File: config.mk
export PLATFORM = sky130hd
export DESIGN_NAME = mem_stage_lsu_flat
export DESIGN_NICKNAME = d
export VERILOG_FILES = /design/src/rtl/lsu_pkg.sv /design/src/rtl/mem_stage_lsu_if.sv /design/src/rtl/lsu_align.sv /design/src/rtl/mem_stage_lsu.sv /design/src/flat_wrapper.sv
export SDC_FILE = /design/constraint.sdc
export NUM_CORES = 1
export LEC_CHECK = 0
export ABC_AREA = 0
export ABC_CLOCK_PERIOD_IN_PS = 2500
export CORE_MARGIN = 4
export CORE_UTILIZATION = 40
export CTS_CLUSTER_DIAMETER = 120
export DETAILED_ROUTE_END_ITERATION = 7
export DONT_BUFFER_PORTS = 1
export PLACE_DENSITY = 0.55
export SLEW_MARGIN = 10
export SYNTH_ARGS = -nofsm -noshare
export SYNTH_HDL_FRONTEND = slang
export SYNTH_SLANG_ARGS = --single-unit
File: constraint.sdc
create_clock -name clk -period 2.5 [get_ports clk]
set_input_delay 0.5 -clock clk [delete_from_list [all_inputs] [get_ports clk]]
set_output_delay 0.5 -clock clk [all_outputs]
set_load 0.02 [all_outputs]
File: src/rtl/lsu_pkg.sv
// Shared definitions for the MEM-stage load/store unit: op codes, FSM state,
// bus/writeback payload structs and small op-decoding helpers.
package lsu_pkg;

  localparam int unsigned XLEN = 32;
  localparam int unsigned OP_W = 4;
  localparam int unsigned BE_W = 4;
  localparam int unsigned RD_W = 5;

  localparam logic [OP_W-1:0] OP_NONE = 4'b0000;
  localparam logic [OP_W-1:0] OP_LB   = 4'b0001;
  localparam logic [OP_W-1:0] OP_LH   = 4'b0010;
  localparam logic [OP_W-1:0] OP_LW   = 4'b0011;
  localparam logic [OP_W-1:0] OP_LBU  = 4'b0100;
  localparam logic [OP_W-1:0] OP_LHU  = 4'b0101;
  localparam logic [OP_W-1:0] OP_SB   = 4'b1000;
  localparam logic [OP_W-1:0] OP_SH   = 4'b1001;
  localparam logic [OP_W-1:0] OP_SW   = 4'b1010;

  typedef enum logic {
    ST_IDLE = 1'b0,
    ST_BUSY = 1'b1
  } state_t;

  // Registered data-memory command, held stable until the ack cycle.
  typedef struct packed {
    logic            we;
    logic [XLEN-1:0] addr;
    logic [BE_W-1:0] be;
    logic [XLEN-1:0] wdata;
  } dmem_cmd_t;

  // Writeback record payload (valid travels separately as a pulse).
  typedef struct packed {
    logic [RD_W-1:0] rd;
    logic [XLEN-1:0] data;
    logic            reg_write;
  } wb_rec_t;

  function automatic logic is_load(input logic [OP_W-1:0] op);
    return op inside {OP_LB, OP_LH, OP_LW, OP_LBU, OP_LHU};
  endfunction

  function automatic logic is_store(input logic [OP_W-1:0] op);
    return op inside {OP_SB, OP_SH, OP_SW};
  endfunction

  function automatic logic is_byte_op(input logic [OP_W-1:0] op);
    return op inside {OP_LB, OP_LBU, OP_SB};
  endfunction

  function automatic logic is_half_op(input logic [OP_W-1:0] op);
    return op inside {OP_LH, OP_LHU, OP_SH};
  endfunction

  function automatic logic is_word_op(input logic [OP_W-1:0] op);
    return op inside {OP_LW, OP_SW};
  endfunction

  function automatic logic is_misaligned(input logic [OP_W-1:0] op,
                                         input logic [1:0]      lo);
    return (is_half_op(op) && lo[0]) || (is_word_op(op) && (lo != 2'b00));
  endfunction

endpackage

File: src/rtl/mem_stage_lsu_if.sv
// Data-memory request/acknowledge bus between the LSU (master) and memory (slave).
//   req/we/addr/be/wdata : command, driven by the master
//   ack/rdata            : completion and read data, driven by the slave
interface mem_stage_lsu_if;
  import lsu_pkg::*;

  logic            req;
  logic            we;
  logic [XLEN-1:0] addr;
  logic [BE_W-1:0] be;
  logic [XLEN-1:0] wdata;
  logic            ack;
  logic [XLEN-1:0] rdata;

  modport master (output req, we, addr, be, wdata, input ack, rdata);
  modport slave  (input req, we, addr, be, wdata, output ack, rdata);

endinterface

File: src/rtl/lsu_align.sv
// Byte-lane alignment: byte enables and lane-replicated store data for the
// outgoing request, plus lane selection and sign/zero extension of load data.
//   op, addr_lo          : memory op and low address bits
//   store_data, rdata    : raw store operand and raw bus read data
//   be, wdata, load_data : lane enables, replicated store data, extended load
module lsu_align
  import lsu_pkg::*;
(
  input  logic [OP_W-1:0] op,
  input  logic [1:0]      addr_lo,
  input  logic [XLEN-1:0] store_data,
  input  logic [XLEN-1:0] rdata,
  output logic [BE_W-1:0] be,
  output logic [XLEN-1:0] wdata,
  output logic [XLEN-1:0] load_data
);

  logic [7:0]  byte_sel;
  logic [15:0] half_sel;

  // Lane enables by access size.
  always_comb begin
    be = '0;
    if (is_byte_op(op))      be = BE_W'(4'b0001 << addr_lo);
    else if (is_half_op(op)) be = addr_lo[1] ? 4'b1100 : 4'b0011;
    else if (is_word_op(op)) be = 4'b1111;
  end

  // Replicate narrow store data so the selected lanes carry it regardless of offset.
  always_comb begin
    wdata = store_data;
    if (op == OP_SB)      wdata = {4{store_data[7:0]}};
    else if (op == OP_SH) wdata = {2{store_data[15:0]}};
  end

  // Lane selection and extension of read data.
  always_comb begin
    case (addr_lo)
      2'd0:    byte_sel = rdata[7:0];
      2'd1:    byte_sel = rdata[15:8];
      2'd2:    byte_sel = rdata[23:16];
      default: byte_sel = rdata[31:24];
    endcase
    half_sel = addr_lo[1] ? rdata[31:16] : rdata[15:0];
    case (op)
      OP_LB:   load_data = {{24{byte_sel[7]}}, byte_sel};
      OP_LBU:  load_data = {24'h0, byte_sel};
      OP_LH:   load_data = {{16{half_sel[15]}}, half_sel};
      OP_LHU:  load_data = {16'h0, half_sel};
      default: load_data = rdata;
    endcase
  end

endmodule

File: src/rtl/mem_stage_lsu.sv
// MEM-stage load/store unit. Accepts one instruction from EX, either passes the
// ALU result straight to writeback or runs a data-memory transaction, and
// stalls EX while that transaction is outstanding.
//   clk, rstn              : clock, async active-low reset
//   ex_*                   : EX-stage instruction handshake and payload
//   flush                  : kill the current or incoming instruction
//   dmem                   : data-memory bus (master side)
//   wb_*                   : one-cycle writeback record
//   misalign, bus_err      : single-cycle fault pulses, fault_addr holds the byte address
module mem_stage_lsu
  import lsu_pkg::*;
#(
  parameter int unsigned TIMEOUT_CYC = 255,
  parameter int unsigned CNT_W       = 8
)
(
  input  logic                  clk,
  input  logic                  rstn,
  input  logic                  ex_valid,
  output logic                  ex_ready,
  input  logic [XLEN-1:0]       ex_alu_c,
  input  logic [XLEN-1:0]       ex_store_data,
  input  logic [OP_W-1:0]       ex_mem_op,
  input  logic [RD_W-1:0]       ex_rd,
  input  logic                  ex_reg_write,
  input  logic                  flush,
  mem_stage_lsu_if.master       dmem,
  output logic                  wb_valid,
  output logic [RD_W-1:0]       wb_rd,
  output logic [XLEN-1:0]       wb_data,
  output logic                  wb_reg_write,
  output logic                  misalign,
  output logic                  bus_err,
  output logic [XLEN-1:0]       fault_addr
);

  state_t          state_q, state_n;
  logic [CNT_W-1:0] cnt_q, cnt_n;
  logic            killed_q, killed_n;
  logic [OP_W-1:0] op_q, op_n;
  logic [XLEN-1:0] addr_q, addr_n;
  logic [RD_W-1:0] rd_q, rd_n;
  logic            rw_q, rw_n;
  logic            req_q, req_n;
  dmem_cmd_t       cmd_q, cmd_n;
  logic            wb_valid_q, wb_valid_n;
  wb_rec_t         wb_q, wb_n;
  logic            misalign_q, misalign_n;
  logic            bus_err_q, bus_err_n;
  logic [XLEN-1:0] fault_q, fault_n;

  logic            accept;
  logic            mem_op;
  logic            timeout;
  logic [CNT_W-1:0] cnt_inc;
  logic [OP_W-1:0] align_op;
  logic [1:0]      align_lo;
  logic [BE_W-1:0] align_be;
  logic [XLEN-1:0] align_wdata;
  logic [XLEN-1:0] align_load;

  assign ex_ready = rstn && (state_q == ST_IDLE) && !flush;
  assign accept   = ex_valid && ex_ready;
  assign mem_op   = is_load(ex_mem_op) || is_store(ex_mem_op);
  assign cnt_inc  = cnt_q + CNT_W'(1);
  assign timeout  = (TIMEOUT_CYC != 0) && (cnt_inc == CNT_W'(TIMEOUT_CYC));

  // One aligner serves both the accept path (EX inputs) and the ack path (held op).
  assign align_op = (state_q == ST_BUSY) ? op_q : ex_mem_op;
  assign align_lo = (state_q == ST_BUSY) ? addr_q[1:0] : ex_alu_c[1:0];

  lsu_align u_align (
    .op         (align_op),
    .addr_lo    (align_lo),
    .store_data (ex_store_data),
    .rdata      (dmem.rdata),
    .be         (align_be),
    .wdata      (align_wdata),
    .load_data  (align_load)
  );

  // Next-state and registered-output logic.
  always_comb begin
    state_n    = state_q;
    cnt_n      = cnt_q;
    killed_n   = killed_q;
    op_n       = op_q;
    addr_n     = addr_q;
    rd_n       = rd_q;
    rw_n       = rw_q;
    req_n      = req_q;
    cmd_n      = cmd_q;
    wb_valid_n = 1'b0;
    wb_n       = wb_q;
    misalign_n = 1'b0;
    bus_err_n  = 1'b0;
    fault_n    = fault_q;

    case (state_q)
      ST_IDLE: begin
        if (accept) begin
          if (!mem_op) begin
            wb_valid_n = 1'b1;
            wb_n       = '{rd: ex_rd, data: ex_alu_c,
                           reg_write: ex_reg_write && (ex_rd != '0)};
          end else if (is_misaligned(ex_mem_op, ex_alu_c[1:0])) begin
            misalign_n = 1'b1;
            fault_n    = ex_alu_c;
          end else begin
            req_n    = 1'b1;
            cmd_n    = '{we: is_store(ex_mem_op), addr: {ex_alu_c[31:2], 2'b00},
                         be: align_be, wdata: align_wdata};
            op_n     = ex_mem_op;
            addr_n   = ex_alu_c;
            rd_n     = ex_rd;
            rw_n     = ex_reg_write;
            killed_n = 1'b0;
            cnt_n    = '0;
            state_n  = ST_BUSY;
          end
        end
      end

      ST_BUSY: begin
        // A flush cannot abort the bus cycle; remember it to drop the writeback.
        killed_n = killed_q || flush;
        if (dmem.ack) begin
          req_n   = 1'b0;
          state_n = ST_IDLE;
          cnt_n   = '0;
          if (!(killed_q || flush)) begin
            wb_valid_n = 1'b1;
            if (is_load(op_q)) begin
              wb_n = '{rd: rd_q, data: align_load, reg_write: rw_q && (rd_q != '0)};
            end else begin
              wb_n = '{rd: rd_q, data: '0, reg_write: 1'b0};
            end
          end
        end else if (timeout) begin
          req_n     = 1'b0;
          state_n   = ST_IDLE;
          cnt_n     = '0;
          bus_err_n = 1'b1;
          fault_n   = addr_q;
        end else begin
          cnt_n = cnt_inc;
        end
      end

      default: state_n = ST_IDLE;
    endcase
  end

  // State and output registers.
  always_ff @(posedge clk or negedge rstn) begin
    if (!rstn) begin
      state_q    <= ST_IDLE;
      cnt_q      <= '0;
      killed_q   <= 1'b0;
      op_q       <= OP_NONE;
      addr_q     <= '0;
      rd_q       <= '0;
      rw_q       <= 1'b0;
      req_q      <= 1'b0;
      cmd_q      <= '0;
      wb_valid_q <= 1'b0;
      wb_q       <= '0;
      misalign_q <= 1'b0;
      bus_err_q  <= 1'b0;
      fault_q    <= '0;
    end else begin
      state_q    <= state_n;
      cnt_q      <= cnt_n;
      killed_q   <= killed_n;
      op_q       <= op_n;
      addr_q     <= addr_n;
      rd_q       <= rd_n;
      rw_q       <= rw_n;
      req_q      <= req_n;
      cmd_q      <= cmd_n;
      wb_valid_q <= wb_valid_n;
      wb_q       <= wb_n;
      misalign_q <= misalign_n;
      bus_err_q  <= bus_err_n;
      fault_q    <= fault_n;
    end
  end

  assign dmem.req     = req_q;
  assign dmem.we      = cmd_q.we;
  assign dmem.addr    = cmd_q.addr;
  assign dmem.be      = cmd_q.be;
  assign dmem.wdata   = cmd_q.wdata;
  assign wb_valid     = wb_valid_q;
  assign wb_rd        = wb_q.rd;
  assign wb_data      = wb_q.data;
  assign wb_reg_write = wb_q.reg_write;
  assign misalign     = misalign_q;
  assign bus_err      = bus_err_q;
  assign fault_addr   = fault_q;

endmodule

File: src/flat_wrapper.sv
// flat-port wrapper written by rule: the top's interface ports become plain ports
module mem_stage_lsu_flat import lsu_pkg::*;
#(
  parameter int unsigned TIMEOUT_CYC = 255,
  parameter int unsigned CNT_W       = 8
)
  (clk, rstn, ex_valid, ex_ready, ex_alu_c, ex_store_data, ex_mem_op, ex_rd, ex_reg_write, flush, wb_valid, wb_rd, wb_data, wb_reg_write, misalign, bus_err, fault_addr, dmem_req, dmem_we, dmem_addr, dmem_be, dmem_wdata, dmem_ack, dmem_rdata);
  mem_stage_lsu_if dmem_i ();
  input  logic clk;
  input  logic rstn;
  input  logic ex_valid;
  output logic ex_ready;
  input  logic [XLEN-1:0] ex_alu_c;
  input  logic [XLEN-1:0] ex_store_data;
  input  logic [OP_W-1:0] ex_mem_op;
  input  logic [RD_W-1:0] ex_rd;
  input  logic ex_reg_write;
  input  logic flush;
  output logic wb_valid;
  output logic [RD_W-1:0] wb_rd;
  output logic [XLEN-1:0] wb_data;
  output logic wb_reg_write;
  output logic misalign;
  output logic bus_err;
  output logic [XLEN-1:0] fault_addr;
  output wire logic [$bits(dmem_i.req)-1:0] dmem_req;
  output wire logic [$bits(dmem_i.we)-1:0] dmem_we;
  output wire logic [$bits(dmem_i.addr)-1:0] dmem_addr;
  output wire logic [$bits(dmem_i.be)-1:0] dmem_be;
  output wire logic [$bits(dmem_i.wdata)-1:0] dmem_wdata;
  input wire logic [$bits(dmem_i.ack)-1:0] dmem_ack;
  input wire logic [$bits(dmem_i.rdata)-1:0] dmem_rdata;
  assign dmem_req = dmem_i.req;
  assign dmem_we = dmem_i.we;
  assign dmem_addr = dmem_i.addr;
  assign dmem_be = dmem_i.be;
  assign dmem_wdata = dmem_i.wdata;
  assign dmem_i.ack = dmem_ack;
  assign dmem_i.rdata = dmem_rdata;
  mem_stage_lsu #(.TIMEOUT_CYC(TIMEOUT_CYC), .CNT_W(CNT_W)) u_core (.clk(clk), .rstn(rstn), .ex_valid(ex_valid), .ex_ready(ex_ready), .ex_alu_c(ex_alu_c), .ex_store_data(ex_store_data), .ex_mem_op(ex_mem_op), .ex_rd(ex_rd), .ex_reg_write(ex_reg_write), .flush(flush), .dmem(dmem_i), .wb_valid(wb_valid), .wb_rd(wb_rd), .wb_data(wb_data), .wb_reg_write(wb_reg_write), .misalign(misalign), .bus_err(bus_err), .fault_addr(fault_addr));
endmodule
==> flow_metrics.tcl <==
set metrics [dict create \
    yosysSeqAreaShare 0.467 \
    num-nets-final 1039 \
    grt_max_degree 166 \
    hold_slack_ps -244 \
    crit_required_ps 2000 \
    io_buffer_count 0 \
    p_total_mw 8.66 \
    synth_area_um2 8730 \
    fp-row-count 53 \
    drv_slew 0 \
    tightest_slew_ps 634 \
    p_per_area_nw_per_um2 910 \
    p_leak_nw 4.23 \
    min_period_ps 2360 \
    detail_route.wl_per_cell_um 22.0 \
    synth-main-ff-cell "dfrtp_1" \
    via_per_inst 5.59 \
    crit_path_end_kind "primary output" \
    core-area_um2 21200 \
    drive_gt1_frac 0.167 \
    r2r_setup_slack_ps 190 \
    dr_wl_met2_mm 12.6 \
    setup-violations-final 0 \
    grt_pass1_vias 6812 \
    critPathArrivalTime_ps 1860 \
    slew_headroom 0.578 \
    fin_util 0.448 \
    fin_crit_sh 0.943 \
    synth-edff-count 0 \
    track_usage 0.219 \
    cts_buffers 17 \
    highest-signal-layer "met4" \
    wl_mm 26.7 \
    die_area_um2 24300 \
    wl_met1_mm 11.2 \
    gr-total-overflow 0 \
    avgSynthCellArea_um2 9.01 \
    cts_sinks 163 \
    yosysTopAreaCell "dfrtp_1" \
    firstDrtPassIters 5 \
    antenna_cells 0 \
    hold_path.class "input pin to asynchronous set/reset pin" \
    start_util 0.411 \
    vias 6789 \
    drc 0 \
    max_freq_mhz 424 \
    startpoint_type "flop" \
    irDropWorstVdd_mv 0.483 \
    rsz0062_at_grt "no" \
    die_w_um 156 \
    drt-initial-drc-count 560 \
    antenna_found_initial 0 \
    worst_r2r_path_depth 6 \
    cp_max_fo 25 \
    regToRegStartpoint "u_core.state_q" \
    ys_types 67 \
    die_h_um 156 \
    cts_tree "built" \
    antenna_left 0 \
    cts_buffer_depth 2 \
    maxCapViolations 0 \
    timing.critical_path.from "u_core.state_q" \
    violations "negative hold slack" \
    place_congestion 0.847 \
    clock_skew_ps 11.9 \
    reg2reg_to "u_core.fault_addr[6]" \
    fin_tns_setup_ps 0 \
    crit_type "flop to primary output" \
    htree_levels 4 \
    clk_latency_ps 430 \
    dr_wl_met3_mm 2.65 \
    place_hpwl_mm 18.9 \
    ys_ff_latch 163 \
    synthTopCellsByArea "dfrtp_1, nand2_1, o21ai_0" \
    yosysTopAreaCellShare 0.467 \
    pin_count 255 \
    cts_root_buf "clkbuf_16" \
    cts.clk_slew.worst_paths_ps 70 \
    async_flop_share 1.00 \
    finalHoldViolCount 163 \
    netlist_instances 969 \
    syn_to_final_growth_pct 8.96 \
    status "finished with violations" \
    yosys_warnings 0 \
    grt_pass1_wl_mm 41.6 \
]
repair_timing:
item,in CTS,in global routing
endpoints found under the setup margin,0,19
buffers inserted,0,1
resized for setup,0,1
endpoints found under the hold margin,163,163
stage by stage:
step                      instance area (µm²)  hold slack (ps)  setup WS, ps  std cells
after floorplan                          8730              204           174        970
after global placement                   8900              210          67.0       1181
after detailed placement                 8900              210          40.1       1181
after CTS                                9490             -267          32.4       1213
after global routing                     9510             -268          43.6       1214
final                                    9510             -244           142       1214
worst max-delay path, stage by stage (launching register included):
cell,delay [ps]
dfrtp_4,620
buf_4,250
nor3b_1,280
buf_4,160
buf_4,130
cell type report:
class                   instances  area, µm²
inverters                       7       26.3
multi-input cells             698       4080
clock buffers                  17        425
flip-flops and latches        163       4080
well taps                     275        344
clock inverters                15        166
fillers                      2100      11700
repair buffers                 39        393
cell usage in the layout, fill, tap and decap left out, types with 5 or more instances in the layout:
cell type	count
nand2_1	237
dfrtp_1	162
o21ai_0	86
a21oi_1	50
mux2i_1	37
nor2_1	36
buf_4	31
or2_2	30
o221a_2	30
nor3_1	26
nor3b_1	25
o21ai_1	17
clkbuf_16	17
o22ai_1	12
a21o_1	11
nand2b_1	9
a211oi_1	8
buf_12	8
inv_1	7
inv_6	6
nor2b_1	5
how the worst max path moves through the flow:
stage	end	depth (start not counted)
2_1_floorplan	u_core.wb_data[7]	6
3_3_place_gp	u_core.wb_data[17]	6
3_5_place_dp	u_core.wb_data[31]	6
4_1_cts	u_core.wb_data[31]	6
5_1_grt	u_core.wb_data[5]	8
6_report	ex_ready	4
flip-flops by register name, indices dropped and copies added, names as in the netlist, 5 cells and up:
register	cells
u_core.addr_q	32
u_core.dmem.wdata	32
u_core.fault_addr	32
u_core.wb_data	32
u_core.cnt_q	8
u_core.rd_q	5
u_core.wb_rd	5
report_power, final:
part	internal [mW]	switching, mW	leakage (nW)	total, mW
Sequential	3.32	1.46	2.04	4.78
Clock	1.42	1.24	0.285	2.66
Combinational	0.605	0.610	1.90	1.22
Total	5.35	3.31	4.23	8.66
cell usage after synthesis (all sizes together) (5+ instances only):
| cell type | number |
|---|---|
| a211oi | 8 |
| a21o | 11 |
| a21oi | 50 |
| and2 | 5 |
| buf | 67 |
| clkbuf | 35 |
| dfrtp | 163 |
| inv | 7 |
| mux2i | 41 |
| nand2 | 238 |
| nand2b | 9 |
| nor2 | 39 |
| nor2b | 5 |
| nor3 | 26 |
| nor3b | 25 |
| o21ai | 105 |
| o221a | 30 |
| o22ai | 12 |
| or2 | 30 |
metal layers:
| metal | vias to the layer above | global-route usage |
|---|---|---|
| li1 | 3256 | - |
| met1 | 3270 | 0.281 |
| met2 | 239 | 0.352 |
| met3 | 24 | 0.0852 |
| met4 | 0 | 0.0538 |
| met5 | - | 0 |
cell families (layout without fill, tap and decap cells):
logic type,Yosys count,after routing,share of synthesized area
AO/OA/AOI/OAI,247,247,0.191
multiplexers,44,44,0.0542
adder cells (fa/ha/maj),2,2,0.00287
buffers and inverters,109,78,0.0696
AND/OR/NAND/NOR,403,403,0.214
other,1,2,0.000430
flip-flops,163,163,0.467
No activity file was read; power rests on OpenSTA's default activity.
